$ cat src/rtl/t09_mode_button_pulser.sv
// Mode-button front end: synchronise, debounce and edge-detect a raw push button and
// emit one-cycle 'signal' pulses per press, with optional auto-repeat while held.
module t09_mode_button_pulser #(
    parameter int DEBOUNCE_CYCLES = 16,
    parameter int HOLD_CYCLES     = 64,
    parameter int REPEAT_CYCLES   = 32,
    parameter int REPEAT_EN       = 1,
    parameter int CNT_W           = 16
) (
    input  logic clk,
    input  logic nrst,
    input  logic button_i,
    input  logic en,
    output logic signal,
    output logic pressed,
    output logic held
);

    localparam logic [CNT_W-1:0] DB_LAST   = CNT_W'(DEBOUNCE_CYCLES - 1);
    localparam logic [CNT_W-1:0] HOLD_LAST = CNT_W'(HOLD_CYCLES - 1);
    localparam logic [CNT_W-1:0] REP_LAST  = CNT_W'(REPEAT_CYCLES - 1);
    localparam logic             REP_ON    = (REPEAT_EN != 0);

    typedef enum logic [1:0] {
        ST_RELEASED,
        ST_PRESSED,
        ST_REPEATING
    } state_t;

    logic             sync1_reg;
    logic             sync_q_reg;
    logic [CNT_W-1:0] db_cnt_reg;
    logic [CNT_W-1:0] hold_cnt_reg;
    logic [CNT_W-1:0] rep_cnt_reg;
    state_t           state_reg;

    logic db_accept;
    logic db_rise;
    logic db_fall;

    // The FSM reacts on the same edge the debounced level changes, so it uses the
    // acceptance condition rather than a delayed copy of 'pressed'.
    assign db_accept = (sync_q_reg != pressed) && (db_cnt_reg == DB_LAST);
    assign db_rise   = db_accept && sync_q_reg;
    assign db_fall   = db_accept && !sync_q_reg;

    always_ff @(posedge clk or negedge nrst) begin
        if (!nrst) begin
            sync1_reg  <= 1'b0;
            sync_q_reg <= 1'b0;
        end else begin
            sync1_reg  <= button_i;
            sync_q_reg <= sync1_reg;
        end
    end

    always_ff @(posedge clk or negedge nrst) begin
        if (!nrst) begin
            db_cnt_reg <= '0;
            pressed    <= 1'b0;
        end else if (sync_q_reg == pressed) begin
            db_cnt_reg <= '0;
        end else if (db_accept) begin
            pressed    <= sync_q_reg;
            db_cnt_reg <= '0;
        end else begin
            db_cnt_reg <= db_cnt_reg + 1'b1;
        end
    end

    always_ff @(posedge clk or negedge nrst) begin
        if (!nrst) begin
            state_reg    <= ST_RELEASED;
            hold_cnt_reg <= '0;
            rep_cnt_reg  <= '0;
            signal       <= 1'b0;
            held         <= 1'b0;
        end else begin
            signal <= 1'b0;
            // Disable and release both take priority over any hold/repeat event.
            if (!en || db_fall) begin
                state_reg    <= ST_RELEASED;
                hold_cnt_reg <= '0;
                rep_cnt_reg  <= '0;
                held         <= 1'b0;
            end else begin
                case (state_reg)
                    ST_RELEASED: begin
                        if (db_rise) begin
                            state_reg    <= ST_PRESSED;
                            signal       <= 1'b1;
                            hold_cnt_reg <= '0;
                        end
                    end
                    ST_PRESSED: begin
                        if (hold_cnt_reg == HOLD_LAST) begin
                            state_reg    <= ST_REPEATING;
                            held         <= 1'b1;
                            signal       <= REP_ON;
                            hold_cnt_reg <= '0;
                            rep_cnt_reg  <= '0;
                        end else begin
                            hold_cnt_reg <= hold_cnt_reg + 1'b1;
                        end
                    end
                    ST_REPEATING: begin
                        if (rep_cnt_reg == REP_LAST) begin
                            signal      <= REP_ON;
                            rep_cnt_reg <= '0;
                        end else begin
                            rep_cnt_reg <= rep_cnt_reg + 1'b1;
                        end
                    end
                    default: begin
                        state_reg <= ST_RELEASED;
                    end
                endcase
            end
        end
    end

endmodule

$ cat config.mk
export PLATFORM = sky130hd
export DESIGN_NAME = t09_mode_button_pulser
export DESIGN_NICKNAME = d
export VERILOG_FILES = /design/src/rtl/t09_mode_button_pulser.sv
export SDC_FILE = /design/constraint.sdc
export NUM_CORES = 1
export LEC_CHECK = 0
export BUFFER_PORTS_ARGS = -buffer_cell sky130_fd_sc_hd__buf_2
export CAP_MARGIN = 10
export CORE_MARGIN = 2
export CORE_UTILIZATION = 44
export CTS_CLUSTER_SIZE = 10
export DETAILED_ROUTE_END_ITERATION = 7
export GPL_ROUTABILITY_DRIVEN = 1
export RECOVER_POWER = 100
export SYNTH_ARGS = -nofsm -noshare
export SYNTH_HDL_FRONTEND = slang
export SYNTH_SLANG_ARGS = --single-unit
$ cat constraint.sdc
create_clock -name clk -period 4 [get_ports clk]
set_input_delay 0.4 -clock clk [delete_from_list [all_inputs] [get_ports clk]]
set_output_delay 0.4 -clock clk [all_outputs]
set_load 0.02 [all_outputs]
==> impl_metrics.toml <==
[timing]
setup_violations = 0
max_freq_ghz = 0.376
setup_tns_ns = 0
worst_clock_skew_ns = 0.00614
period_needed_ns = 2.66
rsz0062_at_grt = "no"
fin_crit_sh_pct = 66.5
tightest_slew_ns = 1.04
drv_slew = 0
setup_ws_ns = 1.34
hold_violations = 0
slew_headroom_pct = 30.4

[synthesis]
async_flop_share_pct = 100
synthCells = 309
synth_seq_cells = 55
synth_seq_area_share_pct = 46.6
synth_edf_count = 0
ys.flop_type = "dfrtp_1"
ys_types = 49
synth_nets = 316
synth.avg_cell_area_sq_um = 9.55
yosys_warnings = 0
netlist_area_sq_um = 2950

[global_routing]
grt_max_degree = 56
grt_usage_pct = 18.5
grt_pass1_wl_mm = 11.0
grt_pass1_vias = 2314
antenna_found_initial = 0
overflow = 0

[power_and_ir_drop]
ir_worst_vdd_uv = 123
power_density_nw_per_um2 = 289
p_leak_nw = 1.41

[routing]
totalWireLength_mm = 6.13
drc = 0
drt_iter0_drc = 113
wl_per_cell_um = 15.7
firstDrtPassIters = 4
viasPerCell = 6.03
ant_nets = 0
vias = 2353

[finish]
diodes = 0
area_growth_pct = 4.62
drive_above_1_share_pct = 4.79
n_fill_cell = 612
num-nets-final = 319
fin_util_pct = 48.1

[placed_design]
hpwl_mm = 4.01
routabilityCongestion = 0.765
dp_slack_ns = 1.30
numPortBuffers = 6

[cts]
tritoncts = "done"
cts-resized-gates = 0
post-cts-setup-buffer-count = 0
clk_pin_slew_worst_paths_ns = 0.10
cts-buffers-inserted = 5
root_buffer = "clkbuf_8"
clk_path_buf_depth = 2
insertion_delay_ns = 0.31
cts.sinks = 55
holdBufCountCts = 0
htree_levels = 2

[min_path]
hp-class = "in -> reg"

[setup_path]
required_ns = 4.20
criticalPathCategory = "reg -> reg"
path_max_fanout = 13
worstSetupStartpointType = "flop"
critPathCaptureType = "flop"
arrival_ns = 2.86

[die]
die_y_um = 85.9
die_x_um = 85.9
io_pins = 7
fp.coreArea_sq_um = 6420
dieArea_sq_um = 7380
rows = 29
start_util_pct = 46.0

[run]
cap_violations = 0

[run_status]
outcome = "finished, final reports clean"
Yosys cell counts (all sizes together), types with 3 or more instances:
| master | n | share of area [%] |
|---|---|---|
| dfrtp | 55 | 47 |
| a211o | 11 | 3.3 |
| o21ai | 10 | 1.7 |
| nand2 | 25 | 3.2 |
| nand2b | 5 | 1.1 |
| or3 | 5 | 1.1 |
| and3 | 23 | 4.9 |
| xnor2 | 5 | 1.5 |
| and4 | 4 | 1.2 |
| nand4 | 11 | 2.3 |
| clkbuf | 7 | 0.93 |
| xor2 | 10 | 3.0 |
| buf | 4 | 1.3 |
| inv | 7 | 0.89 |
| o21a | 3 | 1.0 |
| a21oi | 4 | 0.68 |
| o211ai | 3 | 0.76 |
| nor3 | 18 | 3.1 |
| nor2 | 30 | 3.8 |
| nor4 | 9 | 2.1 |
| a221o | 8 | 2.7 |
| nand3 | 19 | 3.4 |
| ha | 3 | 1.3 |
layout make-up:
| cell class | count | area (sq um) | share of cell area [%] |
|---|---|---|---|
| clock buffers | 7 | 76.3 | 2.47 |
| flip-flops and latches | 55 | 1380 | 44.6 |
| inverters | 7 | 26.3 | 0.851 |
| multi-input cells | 236 | 1470 | 47.7 |
| repair buffers | 7 | 33.8 | 1.09 |
| clock inverters | 1 | 5.00 | 0.162 |
| well taps | 77 | 96.3 | 3.12 |
final timing paths:
check | endpoint | startpoint | slack [ns] | depth (start not counted)
max | rep_cnt_reg[3] | db_cnt_reg[0] | 1.34 | 6
min | sync1_reg | button_i | 0.20 | 1
max reg2reg | rep_cnt_reg[3] | db_cnt_reg[0] | 1.34 | 6
min reg2reg | sync_q_reg | sync1_reg | 0.36 | 0
max in group asynchronous | hold_cnt_reg[5] | nrst | 3.30 | 2
min in group asynchronous | db_cnt_reg[11] | nrst | 0.22 | 2
cell usage in the layout (no fill, tap or decap), drive strengths merged, types with 2 or more instances in the layout:
| master | instances |
|---|---|
| a211o | 11 |
| o21ai | 10 |
| nor3b | 2 |
| mux2i | 2 |
| and2 | 2 |
| nand2 | 25 |
| o21a | 3 |
| nor2 | 30 |
| nand4 | 11 |
| a211oi | 2 |
| xnor2 | 5 |
| or3 | 5 |
| xor2 | 10 |
| and3 | 23 |
| dfrtp | 55 |
| a22o | 2 |
| and4 | 4 |
| a31oi | 2 |
| buf | 4 |
| a21o | 2 |
| a21oi | 4 |
| a221o | 8 |
| ha | 3 |
| inv | 7 |
| nand2b | 5 |
| o211ai | 3 |
| a41oi | 2 |
| nand3 | 19 |
| nor4 | 9 |
| nor4b | 2 |
| nor3 | 18 |
| clkbuf | 10 |
| nor2b | 2 |
critical path, stage by stage (launching register included):
cell      delay (ns)
dfrtp_1         0.40
ha_1            0.21
and3_1          0.20
nand4_1         0.35
o211ai_1        0.97
nor3_1          0.12
a211o_1         0.30
routing by layer:
metal  vias up  global-route usage (%)  share of wire [%]
met5         -                       0                  0
met4         0                    7.22                1.5
met3         7                    3.56                2.2
met2        24                    28.3                 45
met1      1160                    25.9                 51
li1       1162                       -                  -
report_power, final:
| part | switching (W) | internal (W) | total [W] |
|---|---|---|---|
| combinational | 0.0000244 | 0.00000670 | 0.0000311 |
| clock | 0.000175 | 0.000124 | 0.000299 |
| sequential | 0.00000349 | 0.000559 | 0.000562 |
| total | 0.000203 | 0.000689 | 0.000892 |
cells by family (layout without fill, tap and decap cells):
logic type / after synthesis / after routing / share of synthesized area [%]
flops: 55 / 55 / 46.6
mux: 3 / 3 / 1.06
buf+inv: 18 / 22 / 3.14
simple gates: 160 / 160 / 28.9
compound gates: 55 / 55 / 14.5
fa+ha+maj: 3 / 3 / 1.27
xor+xnor: 15 / 15 / 4.45
per-stage QoR:
stage               hold WS (ns)  area [sq um]  cells  power, W
finish                     0.196          3090    390  0.000892
global route               0.179          3090    390  0.000934
CTS                        0.182          3100    390  0.000909
detailed placement         0.344          3020    382  0.000606
global placement           0.336          3020    382  0.000606
floorplan                  0.104          2950    309  0.000588
No activity file was read; power rests on OpenSTA's default activity.
